$ cat src/rtl/ser_seq_pkg.sv
// Shared types and constants for the serial word sequencer.
// The state encoding is fixed so that it stays stable across tools and debug views.
package ser_seq_pkg;

  typedef enum logic [1:0] {
    IDLE  = 2'b00,
    SHIFT = 2'b01,
    DONE  = 2'b10
  } state_t;

  localparam int DEFAULT_WIDTH = 8;

  // The hit count must be able to hold WIDTH, so it needs one more code than WIDTH-1.
  function automatic int cw_of(input int width);
    return $clog2(width + 1);
  endfunction

endpackage

$ cat src/rtl/ser_piso.sv
// Parallel-in serial-out shift register. It shifts MSB first and fills with zeros,
// so its output returns to 0 once the whole word has been sent.
module ser_piso #(
  parameter int WIDTH = 8
) (
  input  logic             clk,
  input  logic             rst,
  input  logic             load,
  input  logic             shift_en,
  input  logic [WIDTH-1:0] load_data,
  output logic             msb
);

  logic [WIDTH-1:0] shreg;

  always_ff @(posedge clk or posedge rst) begin
    if (rst) begin
      shreg <= '0;
    end else if (load) begin
      shreg <= load_data;
    end else if (shift_en) begin
      shreg <= {shreg[WIDTH-2:0], 1'b0};
    end
  end

  assign msb = shreg[WIDTH-1];

endmodule

$ cat src/rtl/serial_word_sequencer.sv
// Feeds each accepted word MSB-first into an external Mealy bit detector.
// It collects the detector's per-bit output as a hit mask plus a popcount.
module serial_word_sequencer
  import ser_seq_pkg::*;
#(
  parameter int  WIDTH      = DEFAULT_WIDTH,
  parameter bit  KEEP_STATE = 1'b0,
  localparam int CW         = cw_of(WIDTH)
) (
  input  logic             clk,
  input  logic             rst,
  input  logic             in_valid,
  input  logic [WIDTH-1:0] in_data,
  output logic             in_ready,
  output logic             x_out,
  output logic             det_clr,
  input  logic             y_in,
  output logic             out_valid,
  input  logic             out_ready,
  output logic [WIDTH-1:0] out_mask,
  output logic [CW-1:0]    out_hits
);

  state_t           state;
  state_t           state_nxt;
  logic             load;
  logic             shift_en;
  logic             last_bit;
  logic             ser_msb;
  logic [CW-1:0]    cnt;
  logic [WIDTH-1:0] mask;
  logic [WIDTH-1:0] mask_sel;
  logic [CW-1:0]    hits;

  ser_piso #(
    .WIDTH(WIDTH)
  ) u_piso (
    .clk      (clk),
    .rst      (rst),
    .load     (load),
    .shift_en (shift_en),
    .load_data(in_data),
    .msb      (ser_msb)
  );

  always_ff @(posedge clk or posedge rst) begin
    if (rst) begin
      state <= IDLE;
    end else begin
      state <= state_nxt;
    end
  end

  assign last_bit = (cnt == CW'(WIDTH - 1));

  always_comb begin
    state_nxt = state;
    in_ready  = 1'b0;
    out_valid = 1'b0;
    load      = 1'b0;
    shift_en  = 1'b0;
    det_clr   = 1'b0;
    unique case (state)
      IDLE: begin
        in_ready = 1'b1;
        det_clr  = ~KEEP_STATE;
        if (in_valid) begin
          load      = 1'b1;
          state_nxt = SHIFT;
        end
      end
      SHIFT: begin
        shift_en = 1'b1;
        if (last_bit) begin
          state_nxt = DONE;
        end
      end
      DONE: begin
        out_valid = 1'b1;
        det_clr   = ~KEEP_STATE;
        if (out_ready) begin
          state_nxt = IDLE;
        end
      end
      default: begin
        state_nxt = IDLE;
      end
    endcase
    // The detector is held cleared during reset, even when state is kept across words.
    if (rst) begin
      det_clr = 1'b1;
    end
  end

  // x_out comes only from registers, so in_data has no combinational path to the detector.
  assign x_out = ser_msb & (state == SHIFT);

  always_comb begin
    mask_sel = '0;
    for (int i = 0; i < WIDTH; i++) begin
      if (cnt == CW'(WIDTH - 1 - i)) begin
        mask_sel[i] = 1'b1;
      end
    end
  end

  always_ff @(posedge clk or posedge rst) begin
    if (rst) begin
      cnt  <= '0;
      mask <= '0;
      hits <= '0;
    end else if (load) begin
      cnt  <= '0;
      mask <= '0;
      hits <= '0;
    end else if (shift_en) begin
      cnt  <= cnt + CW'(1);
      mask <= (mask & ~mask_sel) | (mask_sel & {WIDTH{y_in}});
      hits <= hits + {{(CW-1){1'b0}}, y_in};
    end
  end

  assign out_mask = mask;
  assign out_hits = hits;

endmodule

$ cat config.mk
export PLATFORM = sky130hd
export DESIGN_NAME = serial_word_sequencer
export DESIGN_NICKNAME = d
export VERILOG_FILES = /design/src/rtl/ser_seq_pkg.sv /design/src/rtl/ser_piso.sv /design/src/rtl/serial_word_sequencer.sv
export SDC_FILE = /design/constraint.sdc
export NUM_CORES = 1
export LEC_CHECK = 0
export CORE_AREA = 2 2 54 56
export CTS_BUF_LIST = sky130_fd_sc_hd__clkbuf_4
export DETAILED_ROUTE_END_ITERATION = 10
export DIE_AREA = 0 0 56 58
export GPL_ROUTABILITY_DRIVEN = 0
export PLACE_DENSITY = 0.8
export SYNTH_ARGS = -nofsm -noshare
export SYNTH_HDL_FRONTEND = slang
export SYNTH_SLANG_ARGS = --single-unit
$ cat constraint.sdc
create_clock -name clk -period 1.5 [get_ports clk]
set_input_delay 0.225 -clock clk [delete_from_list [all_inputs] [get_ports clk]]
set_output_delay 0.225 -clock clk [all_outputs]
set_load 0.05 [all_outputs]
==> flow_metrics.py, run 1 <==
metrics = {
    "yosys": {
        "synth-seq-area-share_pct": 48.5,
        "synth_nets": 151,
        "synth_async_sr_flop_share_pct": 100,
        "post_synth.cell_area_avg_um2": 10.2,
        "synth.ff_latch_count": 26,
        "ys_dominant_reg_cell": "sky130_fd_sc_hd__dfrtp_1",
        "synth.top_cell.area_share_pct": 48.5,
        "synth.largest_area_cell": "sky130_fd_sc_hd__dfrtp_1",
        "netlist-cell-type-count": 32,
        "synth_area_leaders": "sky130_fd_sc_hd__dfrtp_1 48%, sky130_fd_sc_hd__o21ai_0 6.0%, sky130_fd_sc_hd__ha_1 5.6%",
        "ys_top_cells_by_count": "26 x sky130_fd_sc_hd__dfrtp_1, 20 x sky130_fd_sc_hd__nand2_1, 16 x sky130_fd_sc_hd__o21ai_0, 7 x sky130_fd_sc_hd__a22o_1, 7 x sky130_fd_sc_hd__a22oi_1",
        "synth.most_common_cell": "sky130_fd_sc_hd__dfrtp_1",
        "synthesis.instances": 132,
        "ys_warns": 0,
        "post_synth_instance_area_um2": 1340,
        "number_of_flops_mapped_to_enable_cells_by_yosys": 0,
    },
    "grt": {
        "overflow": 0,
        "grt_antenna_before_repair": 0,
        "grt_pass1_vias": 1126,
        "grt_max_degree": 27,
        "grt_pass1_wl_um": 5240,
        "track_usage_pct": 20.8,
    },
    "cts": {
        "hold_bufs_inserted_after_cts": 0,
        "insertion_delay_ps": 330,
        "cts_tree": "yes",
        "clk_pin_slew_ps": 150,
        "cts.sinks": 26,
        "cts_inserted_buffers": 3,
        "ctsHtreeMaxLevel": 1,
        "clockBufferDepth": 2,
        "ctsRootBufferMaster": "sky130_fd_sc_hd__clkbuf_4",
    },
    "sta": {
        "hold_viol": 0,
        "final.min_clock_period_ps": 1530,
        "rsz_0062_raised_after_global_routing": "yes",
        "clock.fmax_ghz": 0.653,
        "finalWorstSetupSlack_ps": -31.7,
        "period_share_pct": 102,
        "fin_skew_ps": 7.08,
        "relSlewSlack_pct": 73.2,
        "report.final.slew_viol_count": 0,
        "setup_viol": 1,
        "hold-worst-slack_ps": 346,
        "tightestPinTransition_ps": 403,
    },
    "placement": {
        "place_hpwl_um": 2120,
        "dp_cells": 193,
        "post_dp_cell_area_um2": 1810,
        "io_buffer_count": 28,
    },
    "final_layout": {
        "seq_area_um2": 653,
        "final.fill_count": 200,
        "post-route-cell-area_um2": 1900,
        "final_net_count": 191,
        "layout-drive-gt1-share_pct": 25.7,
        "syn_to_final_growth_pct": 41.3,
        "area_of_combinational_cells_with_multiple_inputs_um2": 644,
        "post-route-util_pct": 71.2,
        "post_layout_nonfiller_instances": 202,
        "n_antenna_cell": 0,
    },
    "worst_setup_path": {
        "cp_data_required_time_ps": 1270,
        "critical_path.slowest_cell": "sky130_fd_sc_hd__dfrtp_2",
        "largest_driver_fanout_on_the_critical_path": 7,
        "path_cells": "and2b_1 > and2_4 > buf_12",
        "kind_of_launch_point_of_the_worst_setup_path": "register",
        "critPathCaptureType": "primary output",
        "worst_path_largest_cell_delay_ps": 470,
        "crit_type": "reg2out",
        "arrival_ps": 1310,
        "cp.buffers_inverters": 1,
        "cpLargestDelayFamily": "flip-flops",
    },
    "power_and_ir_drop": {
        "power_per_cell_area_nw_per_um2": 2220,
        "power.static_leakage_nw": 0.873,
        "ir_worst_vdd_v": 0.00151,
    },
    "worst_hold_path": {
        "timing.hold.worst.class": "in2async",
    },
    "floorplanning": {
        "die_height_um": 58,
        "ios": 29,
        "floorplan.initialDensity_pct": 50.4,
        "dieWidth_um": 56,
        "die_footprint_um2": 3250,
        "rows": 19,
        "design.core.area_um2": 2660,
    },
    "detailed_routing": {
        "detailedRoute.firstIterationViolations": 28,
        "detail_route.wl_per_cell_um": 15.2,
        "drt-vias-per-instance": 5.72,
        "routed_wirelength_um": 3080,
        "ant_nets": 0,
        "drc": 0,
        "vias": 1155,
        "drt-pass1-iter-count": 4,
    },
    "job": {
        "drv_cap": 0,
    },
    "outcome": {
        "outcome": "finished, violations left",
        "failing_checks": "negative setup slack",
    },
}
metrics by stage:
stage	setup slack (ps)	setup TNS [ps]	total power [mW]
floorplan	12.5	0	2.76
global placement	25.0	0	3.69
detailed placement	-23.8	-78.0	3.76
CTS	-37.2	-37.2	4.16
global route	-68.9	-194	4.48
finish	-31.7	-31.7	4.22
sequential cells by signal (all words and copies together), names as in the netlist:
register	cells
state	2
out_hits	4
cnt	4
u_piso.shreg	8
out_mask	8
power by group:
part | internal, mW | switching (mW) | total [mW]
Combinational | 1.21 | 1.34 | 2.55
Clock | 0.0978 | 0.219 | 0.317
Sequential | 0.992 | 0.355 | 1.35
path summary, 6_finish.rpt:
| kind | from | to | slack [ps] | cells past startpoint |
|---|---|---|---|---|
| max | state[1]$_DFFE_PP0P_ | x_out | -30 | 3 |
| min | rst | out_mask[7]$_DFFE_PP0P_ | 350 | 3 |
| max reg2reg | state[1]$_DFFE_PP0P_ | cnt[3]$_DFFE_PP0P_ | 70 | 6 |
| min reg2reg | u_piso.shreg[4]$_DFFE_PP0P_ | u_piso.shreg[4]$_DFFE_PP0P_ | 510 | 2 |
| max in group asynchronous | rst | state[1]$_DFFE_PP0P_ | 880 | 3 |
| min in group clk | in_data[0] | u_piso.shreg[0]$_DFFE_PP0P_ | 430 | 3 |
cell type report:
class,instances,share of cell area [%]
tap,31,2.04
sequential,26,34.4
inverter,4,0.989
multi-input combinational,94,34.0
clock inverter,1,0.198
clock buffer,3,1.19
timing repair buffer,43,27.2
timing repair:
item | CTS | global route
setup endpoints to repair | 4 | 8
pin swaps | 1 | 1
buffers inserted | 4 | 1
gates resized for setup | 4 | 4
worst min-delay path: stages:
cell                              delay (ps)
sky130_fd_sc_hd__clkdlybuf4s50_1         440
sky130_fd_sc_hd__clkinvlp_4              110
sky130_fd_sc_hd__buf_4                   320
logic make-up after synthesis:
kind of cell	Yosys count	share of synthesized area, %
xor+xnor	1	0.652
fa+ha+maj	6	5.59
buf+inv	12	5.13
mux	2	1.49
flops	26	48.5
simple gates	49	20.9
compound gates	36	17.8
placed cells by master, fill, tap and decap left out, types with 2 or more instances in the layout:
| cell | synthesis | final |
|---|---|---|
| sky130_fd_sc_hd__a22o_1 | 7 | 7 |
| sky130_fd_sc_hd__a22oi_1 | 7 | 7 |
| sky130_fd_sc_hd__and2b_1 | 2 | 2 |
| sky130_fd_sc_hd__and3b_1 | 3 | 3 |
| sky130_fd_sc_hd__buf_12 | 0 | 13 |
| sky130_fd_sc_hd__buf_4 | 1 | 16 |
| sky130_fd_sc_hd__clkbuf_4 | 0 | 3 |
| sky130_fd_sc_hd__clkdlybuf4s50_1 | 0 | 12 |
| sky130_fd_sc_hd__dfrtp_1 | 26 | 24 |
| sky130_fd_sc_hd__dfrtp_2 | 0 | 2 |
| sky130_fd_sc_hd__ha_1 | 6 | 6 |
| sky130_fd_sc_hd__inv_1 | 4 | 3 |
| sky130_fd_sc_hd__mux2i_1 | 2 | 2 |
| sky130_fd_sc_hd__nand2_1 | 20 | 19 |
| sky130_fd_sc_hd__nand2b_1 | 2 | 2 |
| sky130_fd_sc_hd__nand3_1 | 4 | 4 |
| sky130_fd_sc_hd__nand3b_1 | 4 | 4 |
| sky130_fd_sc_hd__nand4_1 | 2 | 2 |
| sky130_fd_sc_hd__nor3b_1 | 5 | 5 |
| sky130_fd_sc_hd__o21ai_0 | 16 | 16 |
layer usage:
layer	track usage (%)	share of wire [%]
met3	3.79	5.2
met4	10.5	2.5
met5	0	0
met1	27.7	45
met2	32.8	48
No activity file was read; power rests on OpenSTA's default activity.
==> inputs of run 2 (changes only) <==
--- a/config.mk
+++ b/config.mk
@@ -5,12 +5,13 @@
 export SDC_FILE = /design/constraint.sdc
 export NUM_CORES = 1
 export LEC_CHECK = 0
-export CORE_AREA = 2 2 54 56
+export CORE_AREA = 3 3 55 57
 export CTS_BUF_LIST = sky130_fd_sc_hd__clkbuf_4
+export CTS_CLUSTER_SIZE = 14
 export DETAILED_ROUTE_END_ITERATION = 10
-export DIE_AREA = 0 0 56 58
+export DIE_AREA = 0 0 58 60
 export GPL_ROUTABILITY_DRIVEN = 0
-export PLACE_DENSITY = 0.8
+export PLACE_DENSITY_LB_ADDON = 0.05
 export SYNTH_ARGS = -nofsm -noshare
 export SYNTH_HDL_FRONTEND = slang
 export SYNTH_SLANG_ARGS = --single-unit
==> run 2 against run 1 <==
  * Largest power group unchanged
  * Combinational power rose by 2%
  * Setup slack got worse by 12 ps
  * Sequential share of layout area is 0.068 points lower
  * Worst hold slack got worse by 19 ps
  * Die area up 7.1%
  * Sequential cell count did not move
  * The flow still finishes with violations (negative setup slack)
  * Clock-buffer cell count unchanged
  * Register-to-register slack got worse by 30 ps
  * Core utilization rose by 4.1 points
  * First-iteration DRC count up 32%
  * Critical path type unchanged
  * Largest cell class unchanged
==> flow_metrics.py, run 2 (synthesis gave the netlist of run 1 again) <==
metrics = {
    "worst_setup_path": {
        "critPathCaptureType": "primary output",
        "cp_data_required_time_ps": 1270,
        "largest_driver_fanout_on_the_critical_path": 6,
        "rr_worst_depth": 4,
        "arrival_ps": 1320,
        "timing.reg2reg.setup_slack_ps": 40,
        "kind_of_launch_point_of_the_worst_setup_path": "register",
        "crit_type": "reg2out",
    },
    "detailed_routing": {
        "ant_nets": 0,
        "routed_wirelength_um": 3110,
        "drt-pass1-iter-count": 4,
        "drt-vias-per-instance": 5.53,
        "detailedRoute.firstIterationViolations": 37,
        "detail_route.wl_per_cell_um": 15.5,
        "vias": 1106,
        "drc": 0,
    },
    "sta": {
        "final.min_clock_period_ps": 1540,
        "relSlewSlack_pct": 71.0,
        "rsz_0062_raised_after_global_routing": "yes",
        "hold-worst-slack_ps": 328,
        "finalWorstSetupSlack_ps": -43.8,
        "hold_viol": 0,
        "tightestPinTransition_ps": 436,
        "fin_skew_ps": 1.27,
        "clock.fmax_ghz": 0.648,
        "report.final.slew_viol_count": 0,
        "period_share_pct": 103,
        "setup_viol": 1,
    },
    "power_and_ir_drop": {
        "intPower_mw": 2.33,
        "clockPowerShare_pct": 7.1,
        "power_consumption_mw": 4.25,
        "switching_share_pct": 45.2,
        "power.share.combinational_pct": 61.2,
        "netSwitchingPower_mw": 1.92,
        "power_per_cell_area_nw_per_um2": 2230,
        "power.static_leakage_nw": 0.876,
        "ir_worst_vdd_v": 0.00154,
        "power.share.sequential_pct": 31.8,
    },
    "floorplanning": {
        "ios": 29,
        "design.core.area_um2": 2520,
        "floorplan.initialDensity_pct": 53.2,
        "die_height_um": 60,
        "dieWidth_um": 58,
        "die_footprint_um2": 3480,
        "rows": 18,
    },
    "cts": {
        "insertion_delay_ps": 320,
        "hold_bufs_inserted_after_cts": 0,
        "ctsHtreeMaxLevel": 1,
        "clockBufferDepth": 2,
        "cts_tree": "yes",
        "cts.sinks": 26,
        "ctsRootBufferMaster": "sky130_fd_sc_hd__clkbuf_4",
        "clk_pin_slew_ps": 130,
        "cts_inserted_buffers": 3,
    },
    "worst_hold_path": {
        "timing.hold.worst.class": "in2async",
    },
    "grt": {
        "grt_antenna_before_repair": 0,
        "track_usage_pct": 19.5,
        "grt_pass1_wl_um": 5130,
        "overflow": 0,
        "grt_pass1_vias": 1090,
        "grt_max_degree": 27,
    },
    "final_layout": {
        "layout_common_cells": "24 x sky130_fd_sc_hd__dfrtp_1, 20 x sky130_fd_sc_hd__nand2_1, 16 x sky130_fd_sc_hd__o21ai_0",
        "final_net_count": 190,
        "final.fill_count": 194,
        "final_common_cell": "sky130_fd_sc_hd__dfrtp_1",
        "n_antenna_cell": 0,
        "post-route-util_pct": 75.3,
        "syn_to_final_growth_pct": 41.6,
        "layout-drive-gt1-share_pct": 25.3,
    },
    "job": {
        "drv_cap": 0,
    },
    "placement": {
        "place_hpwl_um": 2120,
        "io_buffer_count": 28,
    },
    "outcome": {
        "outcome": "finished, violations left",
        "failing_checks": "negative setup slack",
    },
}
run 2: through the flow:
step	instances	setup TNS [ps]	cell area, µm²	worst slack (ps)
final	200	-43.8	1900	-43.8
after global routing	200	-285	1900	-100
after CTS	199	-24.3	1880	-24.3
after detailed placement	190	-90.9	1810	-27.4
after global placement	190	0	1810	20.2
after floorplan	132	0	1350	12.5
run 2: layout make-up:
cell class / instances / area [µm²] / share of cell area [%]
clock buffer: 3 / 22.5 / 1.18
clock inverter: 1 / 3.75 / 0.197
multi-input combinational: 94 / 641 / 33.7
timing repair buffer: 42 / 524 / 27.6
inverter: 4 / 18.8 / 0.987
sequential: 26 / 653 / 34.4
tap: 30 / 37.5 / 1.97
run 2: routing by layer:
| layer | up-vias | GRT usage (%) | part of all wire, % |
|---|---|---|---|
| met5 | - | 0 | 0 |
| met4 | 0 | 2.98 | 0.48 |
| met3 | 2 | 5.83 | 5.4 |
| met2 | 26 | 33.1 | 50 |
| met1 | 531 | 25.2 | 44 |
| li1 | 547 | - | - |
run 2: timing repair:
action                     4_1_cts  5_1_grt
gates cloned                     0        0
pin swaps                        1        0
resized for setup                3        4
buffers inserted                 5        1
setup endpoints to repair        4        6
run 2: power groups by stage:
stage / Sequential (mW) / Clock [mW] / Combinational (mW)
floorplan: 1.64 / 0 / 1.12
global placement: 1.35 / 0 / 2.36
detailed placement: 1.37 / 0 / 2.42
CTS: 1.34 / 0.306 / 2.54
global route: 1.40 / 0.342 / 2.78
finish: 1.35 / 0.299 / 2.60
run 2: worst max-delay path, stage by stage (launching register included):
cell and delay (ps):
sky130_fd_sc_hd__dfrtp_2 480, sky130_fd_sc_hd__and2b_2 230, sky130_fd_sc_hd__and2_4 150, sky130_fd_sc_hd__buf_12 140
run 2: worst paths after layout:
path	startpoint	to
worst min-delay path	rst	u_piso.shreg[3]$_DFFE_PP0P_
worst max register to register	state[1]$_DFFE_PP0P_	out_mask[5]$_DFFE_PP0P_
worst min register to register	u_piso.shreg[7]$_DFFE_PP0P_	u_piso.shreg[7]$_DFFE_PP0P_
max in group asynchronous	rst	state[1]$_DFFE_PP0P_
worst max-delay path	state[0]$_DFFE_PP0P_	x_out
min in group clk	in_data[0]	u_piso.shreg[0]$_DFFE_PP0P_
